==> src/rtl/dram16_pkg.sv <==
// Shared definitions for the DRAM16 macro responder: FSM encoding, array
// geometry, access-type codes and a one-hot helper.
package dram16_pkg;

    localparam int DATA_W    = 16;
    localparam int NUM_ROWS  = 16;
    localparam int NUM_BANKS = 4;

    // Access-type codes shared with the controller-side model.
    localparam logic [1:0] IO_MODEL_WRITE = 2'b01;
    localparam logic [1:0] IO_MODEL_READ  = 2'b10;

    typedef enum logic [2:0] {
        ST_IDLE       = 3'd0,
        ST_SHIFT      = 3'd1,
        ST_ARMED      = 3'd2,
        ST_WRITE      = 3'd3,
        ST_WAIT_SENSE = 3'd4
    } state_t;

    // True when exactly one bit of the wordline vector is set.
    function automatic logic is_onehot16(input logic [DATA_W-1:0] v);
        return (v != '0) && ((v & (v - DATA_W'(1))) == '0);
    endfunction

endpackage

==> src/rtl/dram16_onehot_dec.sv <==
// Decodes the one-hot read wordline R_AD[16:1] into a row index (bit k
// selects row k-1) and flags whether the vector is a legal one-hot code.
module dram16_onehot_dec
    import dram16_pkg::*;
(
    input  logic [16:1] i_r_ad,
    output logic [3:0]  o_row,
    output logic        o_onehot
);

    // Priority scan gives a stable index even for illegal vectors; callers
    // must qualify it with o_onehot.
    always_comb begin
        o_row    = '0;
        for (int k = 1; k <= 16; k++) begin
            if (i_r_ad[k]) o_row = 4'(k - 1);
        end
        o_onehot = is_onehot16(i_r_ad);
    end

endmodule

==> src/rtl/dram16_macro_responder.sv <==
// Behavioural stand-in for the DRAM16 analog macro: serial write address,
// delayed array write, one-hot sensed read, sticky protocol-error flag.
// Handshake: a write is accepted in the ARMED cycle where WRI_EN and
// DATA_VALID_IN are both high; a read is accepted in the IDLE cycle where
// RD_EN is high with a one-hot R_AD. Completion is signalled by a
// one-cycle WR_ACK or DATA_RDY pulse; no back-pressure exists.
module dram16_macro_responder
    import dram16_pkg::*;
#(
    parameter int ADDR_W    = 4,
    parameter int WRITE_LAT = 3,
    parameter int SENSE_LAT = 2,
    parameter int TIMEOUT   = 32
) (
    input  logic        clk,
    input  logic        rst_n,
    input  logic        ADD_IN,
    input  logic        ADD_VALID_IN,
    input  logic [1:0]  PC_D_IN,
    input  logic [16:1] D_IN,
    input  logic        DATA_VALID_IN,
    input  logic        WRI_EN,
    input  logic [16:1] R_AD,
    input  logic [1:0]  PC_R_AD,
    input  logic        RD_EN,
    input  logic        VSAEN,
    input  logic        REF_WWL,
    output logic [16:1] DRAM16_data,
    output logic        DATA_RDY,
    output logic        WR_ACK,
    output logic        PROT_ERR,
    output state_t      o_dbg_state
);

    localparam int BCW = $clog2(ADDR_W + 2);
    localparam int WCW = $clog2(WRITE_LAT + 1);
    localparam int SCW = $clog2(SENSE_LAT + 1);
    localparam int TCW = $clog2(TIMEOUT + 1);

    localparam logic [BCW-1:0] BIT_FULL = BCW'(ADDR_W);
    localparam logic [BCW-1:0] BIT_SAT  = BCW'(ADDR_W + 1);
    localparam logic [WCW-1:0] W_LAST   = WCW'(WRITE_LAT - 1);
    localparam logic [SCW-1:0] S_FULL   = SCW'(SENSE_LAT);
    localparam logic [TCW-1:0] T_LAST   = TCW'(TIMEOUT - 1);

    state_t              r_state;
    state_t              w_next_state;
    logic [ADDR_W-1:0]   r_shift;
    logic [ADDR_W-1:0]   r_row;
    logic [BCW-1:0]      r_bit_cnt;
    logic [WCW-1:0]      r_wcnt;
    logic [SCW-1:0]      r_scnt;
    logic [TCW-1:0]      r_tcnt;
    logic [1:0]          r_wr_bank;
    logic [1:0]          r_rd_bank;
    logic [3:0]          r_rd_row;
    logic [DATA_W-1:0]   r_wr_data;
    logic [16:1]         r_rd_data;
    logic                r_data_rdy;
    logic                r_prot_err;
    logic [DATA_W-1:0]   r_mem [NUM_BANKS][NUM_ROWS];

    logic [3:0]          w_dec_row;
    logic                w_dec_onehot;
    logic                w_shift_start;
    logic                w_shift_bit;
    logic                w_latch_row;
    logic                w_wr_accept;
    logic                w_rd_accept;
    logic                w_err_set;
    logic                w_mem_we;
    logic                w_capture;

    dram16_onehot_dec u_dec (
        .i_r_ad   (R_AD),
        .o_row    (w_dec_row),
        .o_onehot (w_dec_onehot)
    );

    // State register.
    always_ff @(posedge clk or negedge rst_n) begin
        if (!rst_n) r_state <= ST_IDLE;
        else        r_state <= w_next_state;
    end

    // Next-state and per-cycle control strobes.
    always_comb begin
        w_next_state  = r_state;
        w_shift_start = 1'b0;
        w_shift_bit   = 1'b0;
        w_latch_row   = 1'b0;
        w_wr_accept   = 1'b0;
        w_rd_accept   = 1'b0;
        w_err_set     = 1'b0;
        w_mem_we      = 1'b0;
        w_capture     = 1'b0;
        case (r_state)
            ST_IDLE: begin
                // Address path takes priority over a concurrent read request.
                if (ADD_VALID_IN) begin
                    w_shift_start = 1'b1;
                    w_next_state  = ST_SHIFT;
                end else if (RD_EN) begin
                    if (REF_WWL || !w_dec_onehot) begin
                        w_err_set = 1'b1;
                    end else begin
                        w_rd_accept  = 1'b1;
                        w_next_state = ST_WAIT_SENSE;
                    end
                end
            end
            ST_SHIFT: begin
                if (ADD_VALID_IN) begin
                    w_shift_bit = 1'b1;
                end else if (r_bit_cnt == BIT_FULL) begin
                    w_latch_row  = 1'b1;
                    w_next_state = ST_ARMED;
                end else begin
                    w_err_set    = 1'b1;
                    w_next_state = ST_IDLE;
                end
            end
            ST_ARMED: begin
                // A fresh address burst replaces the latched row.
                if (ADD_VALID_IN) begin
                    w_shift_start = 1'b1;
                    w_next_state  = ST_SHIFT;
                end else if (WRI_EN && REF_WWL) begin
                    w_err_set = 1'b1;
                end else if (WRI_EN && DATA_VALID_IN) begin
                    w_wr_accept  = 1'b1;
                    w_next_state = ST_WRITE;
                end
            end
            ST_WRITE: begin
                if (r_wcnt == W_LAST) begin
                    w_mem_we     = 1'b1;
                    w_next_state = ST_IDLE;
                end
            end
            ST_WAIT_SENSE: begin
                // Capture once VSAEN has been held long enough; timeout otherwise.
                if (r_scnt == S_FULL) begin
                    w_capture    = 1'b1;
                    w_next_state = ST_IDLE;
                end else if (r_tcnt == T_LAST) begin
                    w_err_set    = 1'b1;
                    w_next_state = ST_IDLE;
                end
            end
            default: w_next_state = ST_IDLE;
        endcase
    end

    // Address shifter, counters, captured operands, read data and error flag.
    always_ff @(posedge clk or negedge rst_n) begin
        if (!rst_n) begin
            r_shift    <= '0;
            r_row      <= '0;
            r_bit_cnt  <= '0;
            r_wcnt     <= '0;
            r_scnt     <= '0;
            r_tcnt     <= '0;
            r_wr_bank  <= '0;
            r_rd_bank  <= '0;
            r_rd_row   <= '0;
            r_wr_data  <= '0;
            r_rd_data  <= '0;
            r_data_rdy <= 1'b0;
            r_prot_err <= 1'b0;
        end else begin
            if (w_shift_start) begin
                r_shift   <= ADDR_W'(ADD_IN);
                r_bit_cnt <= BCW'(1);
            end else if (w_shift_bit) begin
                r_shift <= {r_shift[ADDR_W-2:0], ADD_IN};
                if (r_bit_cnt != BIT_SAT) r_bit_cnt <= r_bit_cnt + BCW'(1);
            end
            if (w_latch_row) r_row <= r_shift;

            if (w_wr_accept) begin
                r_wr_data <= D_IN;
                r_wr_bank <= PC_D_IN;
                r_wcnt    <= '0;
            end else if (r_state == ST_WRITE) begin
                r_wcnt <= r_wcnt + WCW'(1);
            end

            if (w_rd_accept) begin
                r_rd_row  <= w_dec_row;
                r_rd_bank <= PC_R_AD;
                r_scnt    <= '0;
                r_tcnt    <= '0;
            end else if (r_state == ST_WAIT_SENSE) begin
                r_tcnt <= r_tcnt + TCW'(1);
                r_scnt <= VSAEN ? r_scnt + SCW'(1) : '0;
            end

            if (w_capture) r_rd_data <= r_mem[r_rd_bank][r_rd_row];
            r_data_rdy <= w_capture;

            if (w_err_set)                       r_prot_err <= 1'b1;
            else if (w_wr_accept || w_rd_accept) r_prot_err <= 1'b0;
        end
    end

    // Array update; no reset so a reset during WRITE leaves contents intact.
    always_ff @(posedge clk) begin
        if (w_mem_we) r_mem[r_wr_bank][r_row] <= r_wr_data;
    end

    assign DRAM16_data = r_rd_data;
    assign DATA_RDY    = r_data_rdy;
    assign WR_ACK      = w_mem_we;
    assign PROT_ERR    = r_prot_err;
    assign o_dbg_state = r_state;

endmodule

==> config.mk <==
export PLATFORM = sky130hd
export DESIGN_NAME = dram16_macro_responder
export DESIGN_NICKNAME = d
export VERILOG_FILES = /design/src/rtl/dram16_pkg.sv /design/src/rtl/dram16_onehot_dec.sv /design/src/rtl/dram16_macro_responder.sv
export SDC_FILE = /design/constraint.sdc
export NUM_CORES = 1
export LEC_CHECK = 0
export CORE_ASPECT_RATIO = 0.9
export CORE_MARGIN = 1
export CORE_UTILIZATION = 40
export DETAILED_ROUTE_END_ITERATION = 7
export DONT_BUFFER_PORTS = 1
export GPL_TIMING_DRIVEN = 0
export HOLD_SLACK_MARGIN = 0.15
export PLACE_DENSITY = 0.55
export SETUP_SLACK_MARGIN = 0.15
export SYNTH_ARGS = -nofsm -noshare
export SYNTH_HDL_FRONTEND = slang
export SYNTH_HIERARCHICAL = 1
export SYNTH_SLANG_ARGS = --single-unit
export TNS_END_PERCENT = 30
==> constraint.sdc <==
create_clock -name clk -period 7.4 [get_ports clk]
set_input_delay 1.48 -clock clk [delete_from_list [all_inputs] [get_ports clk]]
set_output_delay 1.48 -clock clk [all_outputs]
set_load 0.01 [all_outputs]
* Word-level counts from Yosys, hierarchy flattened
Memories as Yosys holds them, arrays and structs flattened.
Cells that the tools add are included.
** Cells by class
- Add/sub/neg operators :: 5
- Multipliers :: 0
- Div/mod/pow operators :: 0
- Order comparisons :: 3
- Eq/ne operators :: 16
- Shifts and indexed selects :: 0
- Multiplexer cells :: 76
- Bitwise operators :: 3
- Reduce and logical (&&, ||, !) cells :: 18
** Operators with widths (count)
- 2-to-1 mux 256 bit :: 1
- binary-select mux 16 bit (select 4 bit) :: 1
- demux 16 bit (select 4 bit) :: 1
- 2-to-1 mux 3 bit :: 17
- 2-to-1 mux 16 bit :: 3
- 2-to-1 mux 4 bit :: 10
- 2-to-1 mux 1 bit :: 31
- inequality test 3 bit (second input constant) :: 6
- bitwise AND 16 bit :: 1
- zero test 16 bit :: 1
- 2-to-1 mux 2 bit :: 8
- nonzero test 16 bit :: 1
- subtractor 16 x 1 -> 16 bit (second input constant) :: 1
- one-hot mux 3 bit (5 select lines) :: 1
- 2-to-1 mux 6 bit :: 2
- greater-or-equal comparator 5 bit (second input constant) :: 2
- inverter 4 -> 5 bit :: 2
- nonzero test 2 bit :: 5
- AND reduction 7 bit :: 1
- adder 6 x 1 -> 6 bit (second input constant) :: 1
- == test 3 x 2 -> 1 bit (second input constant) :: 2
- == test 3 bit (second input constant) :: 2
- == test 6 x 5 -> 1 bit (second input constant) :: 1
- < comparator 5 x 1 -> 1 bit (second input constant) :: 1
- 12 further kinds :: 19
** Storage, ports and cells
- Flip-flop bits (word level) :: 66
- Latch bits :: 0
- Bits in writable memories :: 1024
- Bits in read-only memories :: 0
- Input port bits :: 45
- Output and inout port bits :: 22
- Logic and storage cells :: 136
- Memories kept :: 1
** Memory list
- r_mem :: words 4, width 256, rd ports 1, clocked after memory_dff 0, write ports 1, line dram16_macro_responder.sv:61 : logic [DATA_W-1:0] r_mem [NUM_BANKS][NUM_ROWS];

* Longest topological paths before layout
Gate-level depths: netlist of the first run.
- Word-level depth :: 15
- Depth in mapped cells :: 11
- Depth with buffers taken out :: 10

* Cells and area by module
The synthesis of the first run kept the hierarchy.
** By module, submodules not included
- dram16_macro_responder :: instances 1, cells each 2137, area each 42216.7 µm², sequential area each 32401.1 µm²
- dram16_onehot_dec :: instances 1, cells each 47, area each 312.8 µm², sequential area each 0.0 µm²

* Worst setup path before layout of the first run
No wires, ideal clock.
- Path type :: input port to flip-flop
- Start point :: in R_AD[3] (netlist bit)
- End point :: reg r_scnt[0]
- Library setup time :: 132 ps
- Data arrival time :: 3532 ps
- Required time :: 7268 ps
- Slack :: 3736 ps
- Stages :: 9
- Buffers on the path :: 1
- Path through :: nor4_4 > nand2b_2 > a2111oi_2 > nor2_1 > nor4_1 > nand2_1 > nor3b_1 > clkbuf_1 > nor2_1
** Between the ends
- Word-level cells in the longest chain between the ends :: 11
- Elaborated cells on any way between the ends :: 13
- Classes of those cells :: add/sub: 1; mux: 5; bitwise: 1; reduce/logical: 6
** RTL lines
- start: declaration :: line dram16_macro_responder.sv:23 : input logic [16:1] R_AD,
- subtractor 16 x 1 -> 16 bit :: line dram16_pkg.sv:23 : return (v != '0) && ((v & (v - DATA_W'(1))) == '0);
- bitwise AND 16 bit :: line dram16_pkg.sv:23
- zero test 16 bit :: line dram16_pkg.sv:23
- logical AND 1 bit * :: line dram16_pkg.sv:23
- via w_dec_onehot :: line dram16_macro_responder.sv:64 : logic w_dec_onehot;
- zero test 1 bit * :: line dram16_macro_responder.sv:104 : if (REF_WWL || !w_dec_onehot) begin
- logical OR 1 bit * :: line dram16_macro_responder.sv:104
- 2-to-1 mux 1 bit * :: line dram16_macro_responder.sv:104
- 2-to-1 mux 1 bit * :: line dram16_macro_responder.sv:103 : end else if (RD_EN) begin
- 2-to-1 mux 1 bit * :: line dram16_macro_responder.sv:100 : if (ADD_VALID_IN) begin
- 2-to-1 mux 1 bit * :: line dram16_macro_responder.sv:97 : case (r_state)
- 2-to-1 mux 2 bit or nonzero test 2 bit (tied branches)
- end signal: assignment :: line dram16_macro_responder.sv:196 : r_scnt <= VSAEN ? r_scnt + SCW'(1) : '0;
- end: declaration :: line dram16_macro_responder.sv:52 : logic [SCW-1:0] r_scnt;
The timed path passes the listed nets; every way through them passes the cells marked *.
A chain may end at the register's enable or synchronous reset.

* Final worst setup path of the first run
- Start point :: in R_AD[6] (netlist bit)
- End point :: reg r_rd_bank[0]
** Between the ends
- Word-level cells in the longest chain between the ends :: 10
- Elaborated cells on any way between the ends :: 11
- Classes of those cells :: add/sub: 1; mux: 4; bitwise: 1; reduce/logical: 5
** RTL lines
- subtractor 16 x 1 -> 16 bit :: line dram16_pkg.sv:23
- bitwise AND 16 bit :: line dram16_pkg.sv:23
- zero test 16 bit :: line dram16_pkg.sv:23
- logical AND 1 bit * :: line dram16_pkg.sv:23
- via w_dec_onehot :: line dram16_macro_responder.sv:64
- zero test 1 bit * :: line dram16_macro_responder.sv:104
- logical OR 1 bit * :: line dram16_macro_responder.sv:104
- 2-to-1 mux 1 bit * :: line dram16_macro_responder.sv:104
- 2-to-1 mux 1 bit * :: line dram16_macro_responder.sv:103
- 2-to-1 mux 1 bit * :: line dram16_macro_responder.sv:100
- 2-to-1 mux 1 bit * :: line dram16_macro_responder.sv:97
- end signal: assignment :: line dram16_macro_responder.sv:165 : r_rd_bank <= '0;
- end signal: assignment :: line dram16_macro_responder.sv:191 : r_rd_bank <= PC_R_AD;
- end: declaration :: line dram16_macro_responder.sv:55 : logic [1:0] r_rd_bank;
Marked as above.

==> reports/qor.yml, run 1 <==
cp_max_fo: 10
hp-class: "primary input to async pin"
initial_core_util_pct: 40.3
io_buffers: 0
core_area_um2: 105000
grt_pass1_vias: 22100
rows: 113
critical_path_class: "primary input to register"
clk_latency_ps: 690
yosys.area.top_type: "edfxtp_1"
firstDrtPassIters: 6
drc: 0
area_growth_pct: 15.4
skew_ps: 29.2
yosys-top-cells-area: "edfxtp_1, mux4_2, mux2i_1, dfrtp_1, a22oi_1"
yosys_warnings: 6
synth_top_cell_area_share_pct: 72.3
status: "completed"
cts_resized: 0
fin_cells: 3836
synth_edf_count: 1024
clock_path_buffers: 3
syn_nets: 2235
die-height_um: 311
die_w_um: 346
final_net_count: 2413
pre_cts_slack_ps: 3130
setup_tns_ps: 0
synth_seq_cells: 1090
ioPinCount: 67
mostFrequentLayoutCells: "edfxtp_1, mux2i_1, mux4_2, clkbuf_16, a22oi_1"
grt_max_degree: 67
holdWs_ps: 486
wl_per_cell_um: 28.5
synth_cells: 2184
worst_slack_ps: 3620
post-route-util_pct: 46.5
finalHoldViolCount: 0
drive_gt1_share_pct: 22.8
critPathCaptureType: "register"
grt_usage_pct: 20.3
avgSynthCellArea_um2: 19.5
layout_commonest_cell: "edfxtp_1"
cts_hold_buf: 0
min_period_ps: 3780
relSlewSlack_pct: 26.8
synth_flop_cell: "edfxtp_1"
gp_congestion: 0.857
seq_area_frac_synth_pct: 76.2
postRouteAntennaNets: 0
drv_slew: 0
arrival_ps: 4400
tightest_slew_ps: 1100
maxCapViolCount: 0
cts_tree: "done"
overflow: 0
period_share_pct: 51.0
rsz0062_at_grt: "no"
ir_worst_vdd_mv: 0.236
fmax_mhz: 265
setup_violations: 0
yosysUniqueCellTypes: 60
die-area_um2: 108000
cts_buffers: 113
clk_pin_slew_ps: 60
worst-endpoint-required_ps: 8020
dp.cells: 3627
post-cts-setup-buffers: 0
antenna_found_initial: 6
wl_mm: 109
viasPerCell: 5.69
n_fill_cell: 8904
synth-async-reset-ratio_pct: 6.06
htree_levels: 3
grt_pass1_wl_mm: 157
clock-sinks: 1090
power_leakage_nw: 14.4
drt-initial-drc-count: 2132
dp_hpwl_mm: 74.2
vias: 21800
cts-root-buf: "clkbuf_16"
powerDensity_nw_per_um2: 269
netlist_area_um2: 42500
cp-start-kind: "primary input"
[layer usage]
metal  GRT usage, %  vias to the layer above  share of wire [%]
li1               -                     9344                  -
met1           29.9                    11500                 45
met2           29.3                      790                 43
met3           6.24                      140                9.5
met4           5.01                       10                2.1
met5              0                        -              0.063
[worst max-delay path, cell delays in order]
cell	delay [ps]
nor4_2	370
nand2_1	190
nor4_1	270
o22ai_1	140
nor4_1	390
nand2_1	120
nor3b_1	650
clkbuf_1	430
nand2_1	220
nand2_1	130
[cell families (layout without fill, tap and decap cells)]
family	count (synthesis)	after routing	synth area share, %
adders and majority gates	8	8	0.224
muxes	408	408	14.5
AOI/OAI and AO/OA	224	224	3.75
DFF	1090	1090	76.2
other	0	2	0
xor gates and xnor gates	5	5	0.103
and+or+nand+nor	315	315	3.68
buffers and inverters	134	404	1.59
[report_power, final]
part / switching (mW) / total, mW / internal, mW / leakage [nW]
clock network: 2.31 / 5.55 / 3.24 / 1.79
logic: 0.300 / 0.417 / 0.117 / 3.13
registers: 0.218 / 7.23 / 7.01 / 9.51
total: 2.83 / 13.2 / 10.4 / 14.4
[registers in the layout, indices dropped and copies added (netlist names)]
register	cells
r_tcnt	6
DRAM16_data	16
r_wr_bank	2
r_scnt	2
r_wcnt	2
r_row	4
o_dbg_state	3
r_rd_row	4
PROT_ERR	1
r_shift	4
DATA_RDY	1
r_rd_bank	2
r_mem	1024
r_wr_data	16
r_bit_cnt	3
[cells in the mapped netlist (4+ instances only)]
master / n
nand4_1: 19
o21ai_0: 21
nor2_1: 118
a21oi_1: 9
edfxtp_1: 1024
nand2b_1: 5
nand3_1: 58
mux2_1: 23
mux4_2: 160
ha_1: 6
o21ai_1: 10
clkbuf_1: 59
o21bai_1: 4
nor3_1: 5
dfrtp_1: 66
nor4b_1: 16
inv_1: 10
nor2b_1: 7
buf_6: 8
nand3b_1: 4
nand2_1: 53
buf_4: 5
o22ai_1: 33
mux2_2: 32
buf_1: 10
a22oi_1: 113
a221o_1: 16
mux2i_1: 193
buf_2: 37
nor4_1: 6
[area by class of cell]
class	count	area (um^2)	share of cell area [%]
antenna	2	5.00	0.0102
buffer	122	632	1.29
clock buffer	139	2990	6.09
clock inverter	68	646	1.32
inverter	12	45.0	0.0918
multi-input combinational	960	9610	19.6
sequential	1090	32400	66.1
tap	1380	1730	3.52
timing repair buffer	63	995	2.03
[through the flow]
step	total power, mW	cell area, um^2
6_report	13.2	49100
5_1_grt	13.6	49100
4_1_cts	13.3	49000
3_5_place_dp	7.78	45400
3_3_place_gp	7.70	44300
2_1_floorplan	7.43	42500
[worst paths after layout]
check | start | to | slack (ps) | depth (start not counted)
min in group clk | r_shift[3] | r_shift[3] | 490 | 2
setup / recovery | R_AD[6] | r_rd_bank[0] | 3620 | 10
hold / removal | rst_n | DATA_RDY | 490 | 0
hold reg to reg | r_shift[3] | r_shift[3] | 490 | 2
max in group asynchronous | rst_n | DRAM16_data[16] | 6750 | 0
setup reg to reg | r_rd_bank[0] | DRAM16_data[8] | 3690 | 6
Power figures use the tool's default switching activity.
==> run 2: changes to the inputs <==
--- a/config.mk
+++ b/config.mk
@@ -12,7 +12,7 @@
 export DONT_BUFFER_PORTS = 1
 export GPL_TIMING_DRIVEN = 0
 export HOLD_SLACK_MARGIN = 0.15
-export PLACE_DENSITY = 0.55
+export PLACE_DENSITY = 0.57
 export SETUP_SLACK_MARGIN = 0.15
 export SYNTH_ARGS = -nofsm -noshare
 export SYNTH_HDL_FRONTEND = slang
==> constraint.sdc (replaced) <==
create_clock -name clk -period 3.34 [get_ports clk]
set_input_delay 0.668 -clock clk [delete_from_list [all_inputs] [get_ports clk]]
set_output_delay 0.668 -clock clk [all_outputs]
set_load 0.01 [all_outputs]
==> run 2 against run 1 <==
Against the previous run:
- clock skew is 1.3 ps lower
- die area did not move
- power up 120%
- global-route usage is 0.21 points lower
==> reports/qor.yml, run 2 (synthesized netlist as in run 1, its figures left out) <==
status: "completed"
largest_reg_flops: 1024
io_buffers: 0
grt_pass1_wl_mm: 156
n_fill_cell: 8737
die_w_um: 346
firstDrtPassIters: 8
clock-sinks: 1090
overflow: 0
clock_path_buffers: 3
drt-initial-drc-count: 2518
grt_usage_pct: 20.1
drive_gt1_share_pct: 23.9
grt_max_degree: 67
cp-start-kind: "register"
worst-r2r-cell-count: 9
hold_start: "VSAEN"
ir_worst_vdd_mv: 0.499
die-area_um2: 108000
core_area_um2: 105000
tightest_slew_ps: 1260
reg2reg_slack_ps: 170
worst-endpoint-required_ps: 3730
clk_pin_slew_ps: 60
relSlewSlack_pct: 16.3
drv_slew: 0
antenna_found_initial: 4
skew_ps: 27.9
period_share_pct: 95.0
htree_levels: 3
hp-class: "primary input to register"
rsz0062_at_grt: "yes"
arrival_ps: 3560
critical_path_class: "register to register"
initial_core_util_pct: 40.3
maxCapViolCount: 0
ioPinCount: 67
power_leakage_nw: 14.7
mostFrequentLayoutCells: "edfxtp_1, mux2i_1, mux4_2, clkbuf_16, a22oi_1"
die-height_um: 311
postRouteAntennaNets: 0
clk_latency_ps: 690
vias: 21800
wl_per_cell_um: 27.9
timing.rr.end: "r_mem[0][80]"
drc: 0
holdWs_ps: 202
rows: 113
min_period_ps: 3170
powerDensity_nw_per_um2: 597
viasPerCell: 5.66
grt_pass1_vias: 22300
gp_congestion: 0.846
fmax_mhz: 315
min_to: "r_scnt[1]"
cts_tree: "done"
cp_max_fo: 9
cts_buffers: 111
finalHoldViolCount: 0
cts-root-buf: "clkbuf_16"
dp_hpwl_mm: 73.6
layout_commonest_cell: "edfxtp_1"
wl_mm: 108
top_register: "r_mem"
final_net_count: 2431
area_growth_pct: 16.8
totalPowerFinal_mw: 29.6
r2r_start: "o_dbg_state[0]"
fin_cells: 3858
setup_violations: 0
critPathCaptureType: "register"
dp.cells: 3626
whs_path_depth: 2
post-route-util_pct: 47.1
## run 2: cell types whose count changed in the layout (fill, tap and decap cells not counted), sizes merged
| cell | delta |
|---|---|
| buf | -2 |
| dlygate4sd3 | +20 |
| clkinv | -8 |
| clkinvlp | +1 |
| bufinv | +3 |
| clkbuf | +8 |
## run 2: what timing repair did
action | in CTS | in global routing
buffers inserted | 0 | 0
endpoints found under the hold margin | 85 | 0
hold buffers | 21 | 0
gates resized for setup | 35 | 39
pin swaps | 1 | 2
setup endpoints to repair | 164 | 236
## run 2: routing by layer
layer | share of wire [%] | up-vias | global-route usage [%]
li1 | - | 9350 | -
met1 | 44 | 11600 | 29.0
met2 | 46 | 773 | 30.8
met3 | 8.6 | 141 | 5.22
met4 | 1.8 | 2 | 4.04
met5 | 0.011 | - | 0
## run 2: through the flow
step                area [um^2]  TNS, ps  setup WS [ps]
floorplan                 42500        0            488
global placement          44300  -187940           -509
detailed placement        45500   -13160           -454
CTS                       49600        0            109
global route              49700    -41.0          -8.08
finish                    49700        0            166
## run 2: critical path, cell delays in order (launching register included)
cell and delay, ps:
dfrtp_1 400, buf_2 220, and3b_1 210, nand2_1 170, inv_1 330, nand2_1 90, nor2_1 290, nand2_1 340
nor2_2 580, buf_6 240
## run 2: power by group
| part | internal, mW | leakage, nW | switching [mW] |
|---|---|---|---|
| combinational | 0.284 | 3.31 | 0.756 |
| sequential | 15.5 | 9.51 | 0.426 |
| clock | 7.52 | 1.84 | 5.10 |
## run 2: how the worst max path moves through the flow
stage	start	end	slack, ps	cells after the start
floorplan	R_AD[3]	r_scnt[0]	490	9
global placement	o_dbg_state[0]	r_mem[3][25]	-510	8
detailed placement	r_rd_bank[0]	DRAM16_data[11]	-450	6
CTS	r_rd_row[0]	DRAM16_data[11]	110	9
global route	o_dbg_state[0]	r_mem[3][90]	-8	9
finish	o_dbg_state[0]	r_mem[0][80]	170	9
## run 2: cell type report
class | instances | area (um^2) | area share, %
clock inverters | 64 | 676 | 1.36
inverters | 12 | 45.0 | 0.0907
repair buffers | 83 | 1280 | 2.59
plain buffers | 122 | 681 | 1.37
multi-input cells | 960 | 9750 | 19.6
well taps | 1380 | 1730 | 3.48
clock buffers | 145 | 3070 | 6.18
flip-flops and latches | 1090 | 32400 | 65.3
diodes | 2 | 5.00 | 0.0101
